--- config.mk ---
export PLATFORM = sky130hd
export DESIGN_NAME = mattrans_seq_ctrl_flat
export DESIGN_NICKNAME = d
export VERILOG_FILES = /design/src/rtl/mattrans_seq_ctrl_pkg.sv /design/src/rtl/mattrans_seq_ctrl_if.sv /design/src/rtl/mattrans_seq_ctrl_xpose.sv /design/src/rtl/mattrans_seq_ctrl.sv /design/src/flat_wrapper.sv
export SDC_FILE = /design/constraint.sdc
export NUM_CORES = 1
export LEC_CHECK = 0
export CORE_AREA = 2 2 189 191
export CTS_CLUSTER_SIZE = 25
export DETAILED_ROUTE_END_ITERATION = 8
export DIE_AREA = 0 0 191 193
export PLACE_DENSITY_LB_ADDON = 0.25
export REMOVE_ABC_BUFFERS = 1
export SLEW_MARGIN = 20
export SYNTH_ARGS = -nofsm -noshare
export SYNTH_HDL_FRONTEND = slang
export SYNTH_HIERARCHICAL = 1
export SYNTH_SLANG_ARGS = --single-unit
--- constraint.sdc ---
create_clock -name clk -period 38.2 [get_ports clk]
set_input_delay 5.73 -clock clk [delete_from_list [all_inputs] [get_ports clk]]
set_output_delay 5.73 -clock clk [all_outputs]
set_load 0.01 [all_outputs]
--- src/rtl/mattrans_seq_ctrl_pkg.sv ---
// ============================================================================
// Module : mattrans_pkg
// Brief  : Shared state encoding and index helpers for the transpose sequencer.
// Rev    : 1.0  initial release
// ============================================================================
`default_nettype none

package mattrans_pkg;

  typedef enum logic [1:0] {
    LOAD  = 2'd0,
    XPOSE = 2'd1,
    DRAIN = 2'd2
  } state_t;

  // Width of an element index/count for an n-by-n matrix (never zero).
  function automatic int cnt_width(input int n);
    return (n * n > 1) ? $clog2(n * n) : 1;
  endfunction

  function automatic int flat_idx(input int r, input int c, input int n);
    return r * n + c;
  endfunction

endpackage

`default_nettype wire

--- src/rtl/mattrans_seq_ctrl_if.sv ---
// ============================================================================
// Module : mattrans_stream_if
// Brief  : Element-serial valid/ready stream with end-of-matrix marker.
// Rev    : 1.0  initial release
// ============================================================================
`default_nettype none

interface mattrans_stream_if #(
  parameter int DATA_WIDTH = 16
) ();

  logic                  valid;
  logic                  ready;
  logic [DATA_WIDTH-1:0] data;
  logic                  last;

  modport master (output valid, output data, output last, input ready);
  modport slave  (input valid, input data, input last, output ready);

endinterface

`default_nettype wire

--- src/rtl/mattrans_seq_ctrl_xpose.sv ---
// ============================================================================
// Module : mat_xpose_comb
// Brief  : Combinational N x N transpose of a flat row-major element vector.
// Rev    : 1.0  initial release
// ============================================================================
`default_nettype none

module mat_xpose_comb
  import mattrans_pkg::*;
#(
  parameter int DATA_WIDTH  = 16,
  parameter int MATRIX_SIZE = 4
) (
  input  wire logic [MATRIX_SIZE*MATRIX_SIZE*DATA_WIDTH-1:0] mat_in,
  output logic      [MATRIX_SIZE*MATRIX_SIZE*DATA_WIDTH-1:0] mat_out
);

  localparam int N = MATRIX_SIZE;

  for (genvar r = 0; r < N; r++) begin : g_row
    for (genvar c = 0; c < N; c++) begin : g_col
      assign mat_out[flat_idx(r, c, N)*DATA_WIDTH +: DATA_WIDTH] =
             mat_in [flat_idx(c, r, N)*DATA_WIDTH +: DATA_WIDTH];
    end
  end

endmodule

`default_nettype wire

--- src/rtl/mattrans_seq_ctrl.sv ---
// ============================================================================
// Module : mattrans_seq_ctrl
// Brief  : Load / transpose / drain sequencer around mat_xpose_comb.
//          Optional MATTRANS_SEQ_PINGPONG_EN adds a second load buffer so
//          loading overlaps draining.
// Rev    : 1.0  initial release
// ============================================================================
`default_nettype none

module mattrans_seq_ctrl
  import mattrans_pkg::*;
#(
  parameter int DATA_WIDTH  = 16,
  parameter int BIN_POS     = 8,
  parameter int MATRIX_SIZE = 4
) (
  input  wire logic         clk,
  input  wire logic         rst_n,
  mattrans_stream_if.slave  in_s,
  mattrans_stream_if.master out_s,
  output logic              busy,
  output logic              err
);

  localparam int N  = MATRIX_SIZE;
  localparam int NE = N * N;
  localparam int CW = cnt_width(N);
  localparam int VW = NE * DATA_WIDTH;
  localparam logic [CW-1:0] LAST_IDX = CW'(NE - 1);
`ifdef MATTRANS_SEQ_PINGPONG_EN
  localparam int NBUF = 2;
`else
  localparam int NBUF = 1;
`endif

  // The binary point only travels with the data; reject impossible placements.
  if (BIN_POS < 0 || BIN_POS > DATA_WIDTH || N < 2) begin : g_bad_cfg
    $error("mattrans_seq_ctrl: invalid BIN_POS or MATRIX_SIZE");
  end

  state_t          state;
  state_t          state_nxt;
  logic [CW-1:0]   wcnt;
  logic [CW-1:0]   rcnt;
  logic [VW-1:0]   ld_buf [NBUF];
  logic [VW-1:0]   obuf;
  logic [VW-1:0]   xp_in;
  logic [VW-1:0]   xp_out;
  logic            wsel;
  logic            rsel;
  logic            in_hs;
  logic            out_hs;
  logic            ld_done;
  logic            dr_done;
  logic            xp_pend;
  logic            ld_room;

  assign in_hs   = in_s.valid & in_s.ready;
  assign out_hs  = out_s.valid & out_s.ready;
  assign ld_done = in_hs & (wcnt == LAST_IDX);
  assign dr_done = out_hs & (rcnt == LAST_IDX);
  assign xp_in   = ld_buf[rsel];
  assign busy    = (state != LOAD) || (wcnt != '0);

`ifdef MATTRANS_SEQ_PINGPONG_EN
  logic [1:0] full;

  // A matrix is pending if its buffer is already full or completes this cycle.
  assign xp_pend = full[rsel] | (ld_done & (wsel == rsel));
  assign ld_room = ~full[wsel];

  always_ff @(posedge clk or negedge rst_n) begin
    if (!rst_n) begin
      wsel <= 1'b0;
      rsel <= 1'b0;
      full <= '0;
    end else begin
      if (ld_done) begin
        full[wsel] <= 1'b1;
        wsel       <= ~wsel;
      end
      if (state == XPOSE) begin
        full[rsel] <= 1'b0;
        rsel       <= ~rsel;
      end
    end
  end
`else
  assign wsel    = 1'b0;
  assign rsel    = 1'b0;
  assign xp_pend = ld_done;
  assign ld_room = 1'b1;
`endif

  mat_xpose_comb #(
    .DATA_WIDTH  (DATA_WIDTH),
    .MATRIX_SIZE (MATRIX_SIZE)
  ) u_xpose (
    .mat_in  (xp_in),
    .mat_out (xp_out)
  );

  always_ff @(posedge clk or negedge rst_n) begin
    if (!rst_n) begin
      state <= LOAD;
    end else begin
      state <= state_nxt;
    end
  end

  always_comb begin
    state_nxt    = state;
    in_s.ready   = 1'b0;
    out_s.valid  = 1'b0;
    out_s.data   = '0;
    out_s.last   = 1'b0;
    case (state)
      LOAD: begin
        in_s.ready = rst_n & ld_room;
        if (xp_pend) state_nxt = XPOSE;
      end
      XPOSE: begin
        state_nxt = DRAIN;
      end
      DRAIN: begin
`ifdef MATTRANS_SEQ_PINGPONG_EN
        in_s.ready = rst_n & ld_room;
`endif
        out_s.valid = 1'b1;
        out_s.data  = obuf[int'(rcnt)*DATA_WIDTH +: DATA_WIDTH];
        out_s.last  = (rcnt == LAST_IDX);
        if (dr_done) state_nxt = xp_pend ? XPOSE : LOAD;
      end
      default: begin
        state_nxt = LOAD;
      end
    endcase
  end

  // Sequencing follows wcnt only; in_last just feeds the framing check.
  always_ff @(posedge clk or negedge rst_n) begin
    if (!rst_n) begin
      wcnt <= '0;
      rcnt <= '0;
      err  <= 1'b0;
    end else begin
      if (in_hs) begin
        wcnt <= ld_done ? '0 : wcnt + CW'(1);
        if (in_s.last != (wcnt == LAST_IDX)) err <= 1'b1;
      end
      if (state == XPOSE) begin
        rcnt <= '0;
      end else if (out_hs) begin
        rcnt <= dr_done ? '0 : rcnt + CW'(1);
      end
    end
  end

  always_ff @(posedge clk) begin
    if (in_hs) ld_buf[wsel][int'(wcnt)*DATA_WIDTH +: DATA_WIDTH] <= in_s.data;
    if (state == XPOSE) obuf <= xp_out;
  end

endmodule

`default_nettype wire

--- src/flat_wrapper.sv ---
// flat-port wrapper written by rule: the top's interface ports become plain ports
module mattrans_seq_ctrl_flat import mattrans_pkg::*;
#(
  parameter int DATA_WIDTH  = 16,
  parameter int BIN_POS     = 8,
  parameter int MATRIX_SIZE = 4
)
  (clk, rst_n, busy, err, in_s_valid, in_s_data, in_s_last, in_s_ready, out_s_valid, out_s_data, out_s_last, out_s_ready);
  mattrans_stream_if #(.DATA_WIDTH(DATA_WIDTH)) in_s_i ();
  mattrans_stream_if #(.DATA_WIDTH(DATA_WIDTH)) out_s_i ();
  input  wire logic clk;
  input  wire logic rst_n;
  output logic busy;
  output logic err;
  input wire logic [$bits(in_s_i.valid)-1:0] in_s_valid;
  input wire logic [$bits(in_s_i.data)-1:0] in_s_data;
  input wire logic [$bits(in_s_i.last)-1:0] in_s_last;
  output wire logic [$bits(in_s_i.ready)-1:0] in_s_ready;
  output wire logic [$bits(out_s_i.valid)-1:0] out_s_valid;
  output wire logic [$bits(out_s_i.data)-1:0] out_s_data;
  output wire logic [$bits(out_s_i.last)-1:0] out_s_last;
  input wire logic [$bits(out_s_i.ready)-1:0] out_s_ready;
  assign in_s_i.valid = in_s_valid;
  assign in_s_i.data = in_s_data;
  assign in_s_i.last = in_s_last;
  assign in_s_ready = in_s_i.ready;
  assign out_s_valid = out_s_i.valid;
  assign out_s_data = out_s_i.data;
  assign out_s_last = out_s_i.last;
  assign out_s_i.ready = out_s_ready;
  mattrans_seq_ctrl #(.DATA_WIDTH(DATA_WIDTH), .BIN_POS(BIN_POS), .MATRIX_SIZE(MATRIX_SIZE)) u_core (.clk(clk), .rst_n(rst_n), .in_s(in_s_i), .out_s(out_s_i), .busy(busy), .err(err));
endmodule
; Word level (Yosys, flattened, before mapping)
; Memories as Yosys holds them, arrays and structs flattened. A register that Yosys moved wholly into a read port is not among the register bits.
; Cells that the tools add are included.
[op_classes]
addsub = 3
eq_ne = 7
shift = 3
muxes = 14
bitwise_logic = 4
n_reduce_logical = 7
[ops]
columns = op, count
row1 = 256-bit 2-to-1 mux, 1
row2 = 16-bit by 33-bit variable shift with 256-bit output (first input constant), 1
row3 = 16-bit by 33-bit variable part select with 256-bit output, 1
row4 = 256-bit by 9-bit variable part select with 16-bit output, 1
row5 = 8-bit negator with 33-bit output, 1
row6 = 16-bit 2-to-1 mux, 1
row7 = 4-bit 2-to-1 mux, 4
row8 = 4-bit by 1-bit adder with 4-bit output (second input constant), 2
row9 = 4-bit == test (second input constant), 2
row10 = 2-bit one-hot mux with 3 select lines, 1
row11 = 1-bit 2-to-1 mux, 5
row12 = 1-bit bitwise AND, 4
row13 = 2-bit 2-to-1 mux, 2
row14 = 2-bit by 1-bit inequality test with 1-bit output (second input constant), 2
row15 = 2-bit AND reduction, 2
row16 = 2-bit nonzero test, 2
row17 = 4-bit nonzero test, 1
row18 = 2-bit by 1-bit == test with 1-bit output (second input constant), 1
row19 = 2-bit == test (second input constant), 1
row20 = 2-bit zero test, 1
row21 = 1-bit logical OR, 1
row22 = 1-bit inequality test, 1
[totals]
regBits = 11
ramBits = 256
out_inout_bits = 21
n_memories = 1
[mem_list]
columns = memory, depth, word_bits, rd, rd_clocked_by_memory_dff, wr, line
row1 = u_core.ld_buf, 1, 256, 1, 1, 1, mattrans_seq_ctrl.sv:45  ; logic [VW-1:0] ld_buf [NBUF];

; Depth between registers and ports, before layout
[logic_depth]
ltp_word = 7
mapped_depth = 8
depth_no_buf = 6

; Hierarchy
; Netlist, hierarchy kept.
[by_module_without_submodules]
columns = mod, n_inst, cells_per_inst, area_per_inst_um2, seq_area_each_um2
row1 = mattrans_seq_ctrl, 1, 1219, 20070.5, 15650.0
row2 = mat_xpose_comb, 1, 256, 1921.8, 0.0

; Worst setup path before layout
; Ideal clock, no wire load.
[synth_timing]
kind = register -> register
startpoint = register u_core.state[0]
endpoint = register u_core.obuf[0], read port of u_core.ld_buf, enable pin
setup_ns = 0.907
t_arrival_ns = 11.860
setup_slack_ns = 25.433
path_stages_with_launch = 3
period_less_slack_ns = 12.767
path_cell_list = dfrtp_1 clkbuf_1 nor2b_1
[synth_between]
elab_chain_cells = 1
[synth_lines]
columns = element, line
row1 = start: declaration, mattrans_seq_ctrl.sv:41  ; state_t state;
row2 = start signal: assignment, mattrans_seq_ctrl.sv:107  ; state <= state_nxt;
row3 = 2-bit by 1-bit == test with 1-bit output, mattrans_seq_ctrl.sv:161  ; if (state == XPOSE) obuf <= xp_out;
row4 = end: declaration, mattrans_seq_ctrl.sv:46  ; logic [VW-1:0] obuf;
; No other way between the ends.
; A chain may end at the register's enable or synchronous reset.

; Worst setup path in the final report
[layout_timing]
startpoint = input port rst_n
endpoint = output port in_s_ready
[layout_between]
elab_chain_cells = 1
[layout_lines]
columns = element, line
row1 = start: declaration, flat_wrapper.sv:12  ; input wire logic rst_n;
row2 = 1-bit 2-to-1 mux, mattrans_seq_ctrl.sv:117  ; case (state)
row3 = end: declaration, flat_wrapper.sv:18  ; output wire logic [$bits(in_s_i.ready)-1:0] in_s_ready;
; No other way between the ends.

==> out/qor.csv <==
metric,value,unit
ratio of cells with drive above 1 in the final layout,0.112,
antenna cells,0,
"Seq/Total Area, Yosys",0.712,
critical path capture point type,output pin,
critical path data required time,32470,ps
flop2flop setup slack,34980,ps
worst hold slack,409,ps
hpwl dp,23300,um
Critical Path Slowest Stage Cell,clkdlybuf4s50_1,
total grt overflow,0,
RSZ-0062 raised after global routing,no,
# IOs,42,
Vias,10300,
Sw Pwr,0.435,mW
GRT Total Usage,0.230,
Setup CP Type,input pin to output pin,
global-route wire length before repair,61100,um
Hold Crit Class,flop to flop,
ys flop type,edfxtp_1,
Final period util,0.346,
Seq cells post-synth,523,
largest net degree at the start of global routing,203,
startpoint types,input pin,
fin cells,1779,
Int Power,1.00,mW
Die ar.,36900,um2
# hold bufs at CTS,0,
placed cells,1688,
Post-synth EDFFs,512,
Area Growth Syn to Fin,2.41,%
Seq pwr share,0.463,
DR iter-0 viols,1075,
Clk pwr share,0.311,
residual DRC count,0,
CTS buffer count,50,
PD cells,63.9,nW/um2
Die Ht,193,um
crit path time final,13210,ps
Final Hold Fails,0,
Total Wirelength,41100,um
final RePlAce weighted congestion,0.780,
post-synthesis cell count,1475,
synth unique cells,48,
fin. max-slew vios,0,
synthesized area,22000,um2
fin util,0.644,
worst skew pair latency,550,ps
crit path max fanout,13,
TritonRoute pass-1 iters,5,
Avg Inst Size Synth,14.9,um2
Lkg Pwr,7.35,nW
number of port buffers,41,
Comb power frac,0.227,
fraction of registers with async set/reset,0.0210,
most frequent CP cell,clkdlybuf4s50_1,
"commonest cells after routing, fill and taps aside","edfxtp_1 (512), nor2_1 (188), mux2i_1 (95)",
CP Cell Sequence,"clkdlybuf4s50_1, nor3b_1, clkdlybuf4s50_1",
FP Rows,69,
net switching fraction of the power,0.303,
"slowest stage delay, CP",820,ps
Critical Path AT,7480,ps
Fmax,75.7,MHz
H-tree depth,2,
Worst Max-Slew Pin Slew,1070,ps
Synth warnings,6,
"most common cell after layout, fill and taps aside",edfxtp_1,
vias per cell,5.78,
TritonCTS clock tree,built,
initial core utilization,0.629,
Core ar.,35000,um2
Max Clock Skew,14.1,ps
antenna violations before repair,0,
fill count,2481,
CTS resizes,0,
Nets,1306,
Clk Tree Root Cell,clkbuf_16,
Die Span X,191,um
Clock Sinks,523,
worst vdd ir,57.8,uV
final setup fails,0,
vias in the first global route,10400,
setup TNS,0,ps
"Setup Fix Bufs, Post-CTS",0,
Antenna Nets Post-Route,0,
run status,finished clean,
Bufs on Longest Clock Path,3,
WL per Instance,23.1,um
worst relative slew slack,0.286,
max-cap viol count,0,
"CTS clk-pin slew, worst paths",60,ps
==> synth_stat cells (2+ instances only) <==
cell,instances,share of area
buf_6,7,0.0036
nand3_2,2,0.00091
a21oi_1,2,0.00046
buf_4,265,0.090
nor2_2,6,0.0017
clkbuf_1,22,0.0038
nor4_1,9,0.0026
and2_1,81,0.023
nor3b_1,2,0.00068
buf_2,23,0.0052
dfrtp_1,11,0.013
ha_1,6,0.0034
a31oi_1,3,0.00085
o21ai_1,7,0.0016
mux2i_1,95,0.043
nor2_1,189,0.032
nand2_2,10,0.0028
edfxtp_1,512,0.70
nor2b_1,6,0.0017
mux2_2,3,0.0015
clkbuf_2,2,0.00046
nand3_1,22,0.0050
mux4_1,4,0.0048
a22oi_1,47,0.016
nand2_1,66,0.011
a21o_1,2,0.00068
xnor2_1,2,0.00080
o21bai_1,2,0.00068
inv_1,4,0.00068
o21ai_0,15,0.0034
nand4_1,2,0.00057
nand2b_1,18,0.0051
mux4_2,13,0.013
==> through the flow <==
stage | total power, mW | cell area (um2) | worst slack (ps)
global route | 1.49 | 22500 | 24880
floorplan | 0.871 | 19700 | 25560
detailed placement | 1.00 | 21000 | 24980
global placement | 0.994 | 21000 | 24960
CTS | 1.44 | 22500 | 24960
finish | 1.44 | 22500 | 25000
==> worst max-delay path: cells and delay by family <==
kind / cells / cell delay [ps]
buffers and inverters: 2 / 1420
AND/OR/NAND/NOR: 1 / 320
==> area by class of cell <==
type,count,area [um2],share of cell area
clock buffers,67,1380,0.0612
clock inverters,24,105,0.00467
inverters,5,18.8,0.000833
multi-input cells,628,4140,0.184
flip-flops and latches,523,15700,0.695
well taps,461,577,0.0256
repair buffers,71,648,0.0288
==> worst paths after layout <==
check / from / end / depth (start not counted)
max: rst_n / in_s_ready / 3
min: u_core/ld_buf[0][154] / u_core/obuf[106] / 0
max reg2reg: u_core/wcnt[0] / u_core/ld_buf[0][71] / 7
min reg2reg: u_core/ld_buf[0][154] / u_core/obuf[106] / 0
max in group asynchronous: rst_n / u_core/rcnt[0] / 1
min in group asynchronous: rst_n / u_core/rcnt[2] / 1
==> metal layers <==
metal | vias to the layer above | track usage | part of all wire
met5 | - | 0 | 0
met4 | 0 | 0.0826 | 0.028
met3 | 75 | 0.0386 | 0.077
met2 | 432 | 0.383 | 0.50
met1 | 5136 | 0.311 | 0.40
li1 | 4636 | - | -
==> power by group through the flow <==
stage          Sequential [mW]  Combinational, mW  Clock (mW)
6_report                 0.665              0.326       0.447
5_1_grt                  0.667              0.349       0.477
4_1_cts                  0.665              0.325       0.455
3_5_place_dp             0.678              0.324           0
3_3_place_gp             0.677              0.318           0
2_1_floorplan            0.688              0.183           0
==> logic make-up (layout without fill, tap and decap cells) <==
family / count (synthesis) / in the layout / share of synthesized area
buffers and inverters: 324 / 167 / 0.104
AO/OA/AOI/OAI: 82 / 82 / 0.0251
AND/OR/NAND/NOR: 422 / 422 / 0.0911
multiplexers: 115 / 115 / 0.0629
flip-flops: 523 / 523 / 0.712
adder cells (fa/ha/maj): 6 / 6 / 0.00341
XOR/XNOR: 3 / 3 / 0.00154
==> state kept, by name, indices dropped and copies added, names as in the netlist <==
signal and count:
u_core/state 2, u_core/rcnt 4, u_core/err 1, u_core/ld_buf 256
u_core/obuf 256, u_core/wcnt 4
Power figures use the tool's default switching activity.
